**src/rtl/audio_deshifter.sv**
```systemverilog
// audio_deshifter
// Serial-to-parallel receiver for the codec ADC path. The codec bit clock,
// LR clock and serial data are brought into the system clock domain with
// 2-FF synchronizers, bit-clock rising edges are detected with a third
// stage, and MSB-first words are assembled into left/right samples.
// A completed right-channel word strobes valid; a word whose bit count is
// not WIDTH strobes frame_err.
module audio_deshifter #(
  parameter int WIDTH     = 16,
  parameter int I2S_DELAY = 0
) (
  input  logic             clk,
  input  logic             nreset,
  input  logic             exchan,
  input  logic             aud_bclk,
  input  logic             aud_adclrck,
  input  logic             aud_adcdat,
  output logic [WIDTH-1:0] ldata,
  output logic [WIDTH-1:0] rdata,
  output logic             valid,
  output logic             frame_err
);

  // Counter must reach WIDTH+1 so over-long words remain distinguishable.
  localparam int             CW      = $clog2(WIDTH + 2);
  localparam logic [CW-1:0]  C_WIDTH = CW'(WIDTH);
  localparam logic [CW-1:0]  C_MAX   = CW'(WIDTH + 1);

  // Synchronizer and edge-detect stages
  logic             r_bclk_s1;
  logic             r_bclk_s2;
  logic             r_bclk_d;
  logic             r_lrck_s1;
  logic             r_lrck_s2;
  logic             r_dat_s1;
  logic             r_dat_s2;

  // Word assembly state
  logic             r_lrck_prev;
  logic             r_started;
  logic [WIDTH-1:0] r_shift;
  logic [CW-1:0]    r_cnt;

  // Registered outputs
  logic [WIDTH-1:0] r_ldata;
  logic [WIDTH-1:0] r_rdata;
  logic             r_valid;
  logic             r_ferr;

  // Combinational next-state terms
  logic             w_rise;
  logic             w_boundary;
  logic             w_commit;
  logic             w_chan_right;
  logic [WIDTH-1:0] w_shift_nxt;
  logic [CW-1:0]    w_cnt_nxt;

  // Bring the three codec pins into the clk domain and delay bclk once more for edge detection.
  always_ff @(posedge clk or negedge nreset) begin
    if (!nreset) begin
      r_bclk_s1 <= 1'b0;
      r_bclk_s2 <= 1'b0;
      r_bclk_d  <= 1'b0;
      r_lrck_s1 <= 1'b0;
      r_lrck_s2 <= 1'b0;
      r_dat_s1  <= 1'b0;
      r_dat_s2  <= 1'b0;
    end else begin
      r_bclk_s1 <= aud_bclk;
      r_bclk_s2 <= r_bclk_s1;
      r_bclk_d  <= r_bclk_s2;
      r_lrck_s1 <= aud_adclrck;
      r_lrck_s2 <= r_lrck_s1;
      r_dat_s1  <= aud_adcdat;
      r_dat_s2  <= r_dat_s1;
    end
  end

  // Edge, boundary and commit decode; the committed word belongs to the channel that just ended.
  always_comb begin
    w_rise       = r_bclk_s2 & ~r_bclk_d;
    w_boundary   = w_rise & (r_lrck_s2 != r_lrck_prev);
    w_commit     = w_boundary & r_started;
    w_chan_right = r_lrck_prev ^ exchan;
  end

  // Next shift-register and bit-counter values; a boundary restarts the word.
  always_comb begin
    w_shift_nxt = r_shift;
    w_cnt_nxt   = r_cnt;
    if (w_boundary) begin
      w_shift_nxt = '0;
      if (I2S_DELAY == 0) begin
        // Boundary bit is the MSB of the new word.
        w_shift_nxt[WIDTH-1] = r_dat_s2;
        w_cnt_nxt            = CW'(1);
      end else begin
        // Boundary bit is the previous word's tail in I2S framing; drop it.
        w_cnt_nxt = '0;
      end
    end else if (w_rise) begin
      // Bit k lands at WIDTH-1-k; counts at or beyond WIDTH match no position.
      for (int i = 0; i < WIDTH; i++) begin
        w_shift_nxt[i] = (r_cnt == CW'(WIDTH - 1 - i)) ? r_dat_s2 : r_shift[i];
      end
      if (r_cnt < C_MAX) begin
        w_cnt_nxt = r_cnt + CW'(1);
      end else begin
        w_cnt_nxt = r_cnt;
      end
    end else begin
      w_shift_nxt = r_shift;
      w_cnt_nxt   = r_cnt;
    end
  end

  // Word assembly state: updates only on bclk rise cycles.
  always_ff @(posedge clk or negedge nreset) begin
    if (!nreset) begin
      r_lrck_prev <= 1'b0;
      r_started   <= 1'b0;
      r_shift     <= '0;
      r_cnt       <= '0;
    end else begin
      r_shift <= w_shift_nxt;
      r_cnt   <= w_cnt_nxt;
      if (w_rise) begin
        r_lrck_prev <= r_lrck_s2;
      end
      if (w_boundary) begin
        r_started <= 1'b1;
      end
    end
  end

  // Commit the finished word to its channel register and raise the one-cycle strobes.
  always_ff @(posedge clk or negedge nreset) begin
    if (!nreset) begin
      r_ldata <= '0;
      r_rdata <= '0;
      r_valid <= 1'b0;
      r_ferr  <= 1'b0;
    end else begin
      r_valid <= w_commit & w_chan_right;
      r_ferr  <= w_commit & (r_cnt != C_WIDTH);
      if (w_commit && !w_chan_right) begin
        r_ldata <= r_shift;
      end
      if (w_commit && w_chan_right) begin
        r_rdata <= r_shift;
      end
    end
  end

  assign ldata     = r_ldata;
  assign rdata     = r_rdata;
  assign valid     = r_valid;
  assign frame_err = r_ferr;

endmodule
```
**config.mk**
```make
export PLATFORM = sky130hd
export DESIGN_NAME = audio_deshifter
export DESIGN_NICKNAME = d
export VERILOG_FILES = /design/src/rtl/audio_deshifter.sv
export SDC_FILE = /design/constraint.sdc
export NUM_CORES = 1
export LEC_CHECK = 0
export CORE_UTILIZATION = 54
export CTS_CLUSTER_SIZE = 20
export DETAILED_ROUTE_END_ITERATION = 8
export GPL_ROUTABILITY_DRIVEN = 0
export PLACE_DENSITY = 0.76
export SLEW_MARGIN = 25
export SYNTH_ARGS = -nofsm -noshare
export SYNTH_HDL_FRONTEND = slang
export SYNTH_SLANG_ARGS = --single-unit
```
**constraint.sdc**
```tcl
create_clock -name clk -period 2.1 [get_ports clk]
set_input_delay 0.42 -clock clk [delete_from_list [all_inputs] [get_ports clk]]
set_output_delay 0.42 -clock clk [all_outputs]
set_load 0.05 [all_outputs]
```
Word-level counts from Yosys, hierarchy flattened
Index checks and enable logic that the tools add are counted.
- muxes and demuxes: 21
- equal/unequal tests: 17
- add/subtract/negate cells: 1
- shift operators: 0
- div/mod/pow operators: 0
- bitwise gates (word level): 7
- order comparisons: 1
- multiply operators: 0
- reduce and logical (&&, ||, !) cells: 39
- operator list (kind ; number):
    5-bit by 4-bit equality test with 1-bit output (second input constant) ; 8
    2-bit nonzero test ; 18
    2-bit AND reduction ; 17
    16-bit 2-to-1 mux ; 2
    5-bit by 3-bit equality test with 1-bit output (second input constant) ; 4
    1-bit 2-to-1 mux ; 16
    5-bit 2-to-1 mux ; 3
    5-bit by 2-bit equality test with 1-bit output (second input constant) ; 2
    5-bit by 1-bit adder with 5-bit output (second input constant) ; 1
    1-bit bitwise AND ; 5
    5-bit by 1-bit equality test with 1-bit output (second input constant) ; 1
    5-bit logical NOT ; 1
    5-bit less-than comparator (second input constant) ; 1
    5-bit inequality test (second input constant) ; 1
    1-bit logical AND ; 2
    1-bit logical NOT ; 1
    1-bit inequality test ; 1
    1-bit inverter ; 1
    1-bit bitwise XOR ; 1
- memory bits (read-only): 0
- memories: 0
- input port bits: 6
- logic and storage cells: 116
- output and inout bits: 34
- bits in registers: 64
- bits in writable memories: 0
- latch bits: 0

Longest topological paths before layout
Gate-level depths: netlist of the first run.
- depth in word-level cells: 5
- gate-level depth with buffers: 6
- depth with buffers taken out: 6

Least setup slack after synthesis of the first run
Ideal clock, no wire load.
- path type: input to register
- start point: input exchan
- end point: register r_ldata[10] (netlist: ldata[10])
- stages on the path: 4
- arrival time: 1.568 ns
- setup slack: 0.407 ns
- setup time: 0.125 ns
- path buffers: 1
- data required time: 1.975 ns
- cell sequence: or3b_1 -> a21oi_4 -> buf_12 -> mux2_4
- longest elaborated chain between the ends: 3
- RTL lines (item ; RTL line ; source):
    from (decl) ; 14 ; input logic exchan,
    1-bit bitwise XOR ; 84 ; w_chan_right = r_lrck_prev ^ exchan;
    1-bit logical NOT ; 146 ; if (w_commit && !w_chan_right) begin
    1-bit logical AND ; 146 ;
    to (signal assigned) ; 147 ; r_ldata <= r_shift;
    to (decl) ; 45 ; logic [WIDTH-1:0] r_ldata;
Every way passes these cells.
A chain may end at the register's enable or synchronous reset.

Worst setup path after layout of the first run
- start point: register r_rdata[1] (netlist: rdata[1])
- end point: output rdata[1]
- RTL lines (item ; RTL line ; source):
    from (decl) ; 46 ; logic [WIDTH-1:0] r_rdata;
    from (signal assigned) ; 150 ; r_rdata <= r_shift;
    to (decl) ; 19 ; output logic [WIDTH-1:0] rdata,
No word-level cell between the ends.

==> impl_metrics.ini, run 1 <==
[logic_synthesis]
ys_warn_count = 0
synthTopCellsByArea = dfrtp_1 (57%), mux2_4 (10%), mux2_2 (5.6%)
synthCells = 209
syn_area_per_cell_um2 = 13.4
ys_dominant_reg_cell = dfrtp_1
synth_top_area_cell = dfrtp_1
synth_xor_area_share_pct = 0.313
synth_area_mm2 = 0.00280
ys_seq_elements = 64
synth_mux_area_share_pct = 18.7
synth_edf_count = 0
synth_compound_area_share_pct = 7.47
synth_top_family_by_area = multiplexers
synth_cell_types = 33
synth-simple-area-share_pct = 11.0
ys_seq_area_share_pct = 57.2
synth_top_area_share_pct = 57.2
synthAdderAreaFrac_pct = 2.24
syn-num-nets = 220
async_flop_share_pct = 100

[timing]
clock_skew_ps = 6.58
fin_crit_ps = 1940
setup_tns_ps = 0
drv_slew = 0
worst_pin_slew_ps = 712
max_slew_margin_pct = 51.9
fin_crit_sh_pct = 92.4
setup_ws_ps = 160
finalSetupViolCount = 0
rsz0062_at_grt = false
finalHoldViolations = 0
max_freq_ghz = 0.515

[routing]
num_vias = 1801
wl_um = 5280
drc_errors = 0
dr.pass1.iters = 4
initialDrtViolationCount = 65
viasPerCell = 5.49
drtAntennaViolNets = 0
wire_per_inst_um = 16.1

[floorplanning]
start_util_pct = 57.7
core_area_mm2 = 0.00485
die_area_mm2 = 0.00548
die_x_um = 74.0
pin_count = 40
core.rowCount = 25
die_h_um = 74.0

[power]
max-vdd-ir-drop_uv = 521
cellPowerDensity_mw_per_mm2 = 976
leakage_nw = 1.57
total_power_mw = 3.38

[critical_path]
cp_num_buf_inv = 1
cp_slowest_cell = clkdlybuf4s50_1
start_kind = register
critical_path_class = register to output pin
worstSetupEndpointType = output pin
cp_cell_sequence = clkdlybuf4s50_1
crit_fanout = 2
critPathTopFamily = buffers and inverters
worstPathArrival_ps = 1520
rrSetupSlack_ps = 260
required_ps = 1680
max_stage_delay_ps = 810

[clock_tree]
cts_htree_levels = 3
clk_pin_slew_ps = 70
cts_buffers = 9
cts_root_buffer = clkbuf_8
cts_tree = built
cts_setup_buffers = 0
clockBufferDepth = 2
hold_buffers = 0
post_cts_resized = 0
clk_latency_ps = 340
clock-sinks = 64

[grt]
grt_usage_pct = 21.8
grt_max_degree = 65
grt_pass1_vias = 1811
overflow = 0
grt_pass1_wl_um = 8650
antenna_found_initial = 0

[layout]
layout_common_cells = dfrtp_1 (64), clkdlybuf4s50_1 (38), mux2_4 (19)
antennaDiodeCount = 0
layout_commonest_cell = dfrtp_1
syn_to_final_growth_pct = 23.6
fin_nets = 267
fin_cells = 328
drive_gt1_share_pct = 24.1
utilization_pct = 71.4

[place]
port_buffers = 39
dp_hpwl_um = 3400
dp_cells = 312
dpl_worst_slack_ps = -57.4

[min_path]
holdCritPathClass = primary input to asynchronous set/reset pin

[outcome]
status = finished, final reports clean

[run]
max-cap-violations = 0
routing by layer:
metal / vias to the layer above / routed length [µm] / GRT usage (%)
met5: - / 0 / 0
met2: 48 / 2600 / 32.6
li1: 846 / - / -
met4: 0 / 103 / 11.8
met1: 897 / 2380 / 29.1
met3: 10 / 201 / 5.83
area by class of cell:
cell class,instances,area (µm²)
clock inverter,7,48.8
multi-input combinational,131,1110
clock buffer,9,124
timing repair buffer,46,475
tap,67,83.8
sequential,64,1600
fill,360,1390
inverter,4,15.0
cells by family after synthesis:
logic type | Yosys count
AO/OA/AOI/OAI | 34
XOR/XNOR | 1
adder cells (fa/ha/maj) | 5
buffers and inverters | 14
flip-flops | 64
multiplexers | 41
AND/OR/NAND/NOR | 50
through the flow:
stage / cell area, µm² / hold WS [ps]
3_5_place_dp: 3290 / 340
3_3_place_gp: 3290 / 334
5_1_grt: 3460 / 94.4
2_1_floorplan: 2800 / 124
4_1_cts: 3460 / 83.1
6_report: 3460 / 81.8
registers in the layout, indices dropped and copies added, names as in the netlist, 5 cells and up:
register and flops:
rdata 16, r_shift 16, r_cnt 5, ldata 16
report_power, final:
group	internal, mW	switching [mW]	total, mW
registers	1.38	0.162	1.54
clock network	0.424	0.491	0.915
logic	0.376	0.541	0.916
total	2.18	1.19	3.38
synthesized netlist by cell type, types with 4 or more instances:
| cell type | instances |
|---|---|
| mux2_2 | 14 |
| clkbuf_1 | 8 |
| ha_1 | 5 |
| mux2_4 | 19 |
| nand2_1 | 11 |
| mux2i_1 | 8 |
| o21ai_0 | 16 |
| a21oi_1 | 10 |
| nand3_1 | 12 |
| nand3b_1 | 4 |
| dfrtp_1 | 64 |
| inv_1 | 4 |
worst paths after layout:
| path | start | to | cells past startpoint |
|---|---|---|---|
| setup / recovery | rdata[1] | rdata[1] | 1 |
| hold / removal | nreset | valid | 2 |
| setup reg to reg | r_bclk_d | r_shift[5] | 3 |
| hold reg to reg | r_bclk_s1 | r_bclk_s2 | 0 |
| max in group asynchronous | nreset | r_dat_s2 | 2 |
| min in group clk | r_bclk_s1 | r_bclk_s2 | 0 |
(Power assumes the default switching activity.)
==> run 2: changes to the inputs <==
==> constraint.sdc (replaced) <==
create_clock -name clk -period 1.8 [get_ports clk]
set_input_delay 0.36 -clock clk [delete_from_list [all_inputs] [get_ports clk]]
set_output_delay 0.36 -clock clk [all_outputs]
set_load 0.05 [all_outputs]
==> run 2 against run 1 <==
  * Non-clock buffer count up 5
  * First-iteration DRC count up 14%
  * Utilization down 0.39 points
  * Via count up 1.3%
  * Critical endpoint is now ldata[14]
==> impl_metrics.ini, run 2 (synthesis gave the netlist of run 1 again) <==
[floorplanning]
die_area_mm2 = 0.00548
core_area_mm2 = 0.00485
die_h_um = 74.0
core.rowCount = 25
start_util_pct = 57.7
pin_count = 40
die_x_um = 74.0

[outcome]
status = finished, final reports clean

[timing]
finalSetupViolCount = 0
rsz0062_at_grt = false
worst_pin_slew_ps = 563
setup_ws_ps = 59.0
finalHoldViolations = 0
drv_slew = 0
holdWs_ps = 11.1
fin_crit_sh_pct = 96.7
max_slew_margin_pct = 61.9
max_freq_ghz = 0.574
clock_skew_ps = 6.49
fin_crit_ps = 1740

[critical_path]
critical_path_class = primary input to register
r2r_cells = 4
crit_fanout = 16
worstSetupEndpointType = register
required_ps = 2020
reg2reg_from = r_lrck_s2
start_kind = primary input
worstPathArrival_ps = 1960
cp-startpoint = exchan

[clock_tree]
cts_htree_levels = 3
cts_tree = built
clockBufferDepth = 2
hold_buffers = 0
cts_buffers = 9
post_cts_resized = 0
cts_setup_buffers = 0
clock-sinks = 64
clk_pin_slew_ps = 70
clk_latency_ps = 340
cts_root_buffer = clkbuf_8

[min_path]
holdCritPathClass = primary input to asynchronous set/reset pin

[power]
leakage_nw = 1.68
power_frac_comb_pct = 26.4
p_sw_share_pct = 31.9
max-vdd-ir-drop_uv = 669
power_frac_seq_pct = 43.0
cellPowerDensity_mw_per_mm2 = 1210
p_int_mw = 2.84
p_switching_mw = 1.33
clkPwrFrac_pct = 30.6

[place]
dpl_worst_slack_ps = -297
port_buffers = 39
dp_hpwl_um = 3510
dp_cells = 317

[routing]
drc_errors = 0
drtAntennaViolNets = 0
dr.pass1.iters = 4
wl_um = 5200
num_vias = 1824
initialDrtViolationCount = 74
viasPerCell = 5.49
wire_per_inst_um = 15.7

[grt]
overflow = 0
grt_pass1_wl_um = 8740
grt_pass1_vias = 1821
grt_usage_pct = 22.2
antenna_found_initial = 0
grt_max_degree = 65

[layout]
multi_input_area_mm2 = 0.00111
utilization_pct = 71.0
syn_to_final_growth_pct = 23.0
layout_commonest_cell = dfrtp_1
layout_common_cells = dfrtp_1 (64), buf_4 (43), mux2_4 (19)
antennaDiodeCount = 0
fillers = 348
fin_nets = 272
fin_cells = 332
drive_gt1_share_pct = 37.4
ff_latch_area_mm2 = 0.00160

[run]
max-cap-violations = 0
-- run 2: cell count changes in the layout (fill, tap and decap cells not counted) --
cell | before | now
buf_4 | 4 | 43
clkdlybuf4s50_1 | 38 | 4
clkinvlp_4 | 4 | 0
bufinv_16 | 0 | 2
clkbuf_1 | 0 | 2
clkinv_4 | 1 | 0
-- run 2: metal layers --
layer | part of all wire [%] | global-route usage (%) | vias up
li1 | - | - | 854
met1 | 45 | 27.6 | 905
met2 | 48 | 34.7 | 49
met3 | 4.1 | 5.69 | 16
met4 | 2.8 | 13.9 | 0
met5 | 0 | 0 | -
-- run 2: path summary, 6_finish.rpt --
kind	to	slack, ps
setup / recovery	ldata[14]	60
hold / removal	valid	10
setup reg to reg	ldata[14]	130
hold reg to reg	r_dat_s2	350
max in group asynchronous	r_shift[6]	1500
min in group clk	r_dat_s2	350
-- run 2: critical path, cell delays in order --
cell,delay (ps)
clkdlybuf4s50_1,450
or3b_1,430
a21oi_4,180
buf_12,180
mux2_2,340
-- run 2: cell type report --
class,instances,area share (%)
clock inverters,4,2.04
inverters,4,0.436
clock buffers,11,3.82
multi-input cells,131,32.3
flip-flops and latches,64,46.5
repair buffers,51,12.4
well taps,67,2.44
-- run 2: per-stage QoR --
step	setup TNS [ps]	cell area (µm²)	total power [mW]
after global placement	-7730	3240	2.89
after global routing	0	3440	4.37
after detailed placement	-8410	3240	2.92
final	0	3440	4.17
after CTS	0	3440	4.21
after floorplan	0	2800	2.52
-- run 2: power groups by stage --
stage,sequential [mW],clock (mW),combinational (mW)
floorplan,2.05,0,0.470
global placement,1.81,0,1.08
detailed placement,1.82,0,1.10
CTS,1.80,1.30,1.11
global route,1.83,1.36,1.19
finish,1.80,1.28,1.10
==> run 3: changes to the inputs <==
--- a/config.mk
+++ b/config.mk
@@ -10,6 +10,7 @@
 export DETAILED_ROUTE_END_ITERATION = 8
 export GPL_ROUTABILITY_DRIVEN = 0
 export PLACE_DENSITY = 0.76
+export SKIP_CTS_REPAIR_TIMING = 1
 export SLEW_MARGIN = 25
 export SYNTH_ARGS = -nofsm -noshare
 export SYNTH_HDL_FRONTEND = slang
==> results of run 3 <==
No change in the layout: final DEF, timing and power equal those of run 2.
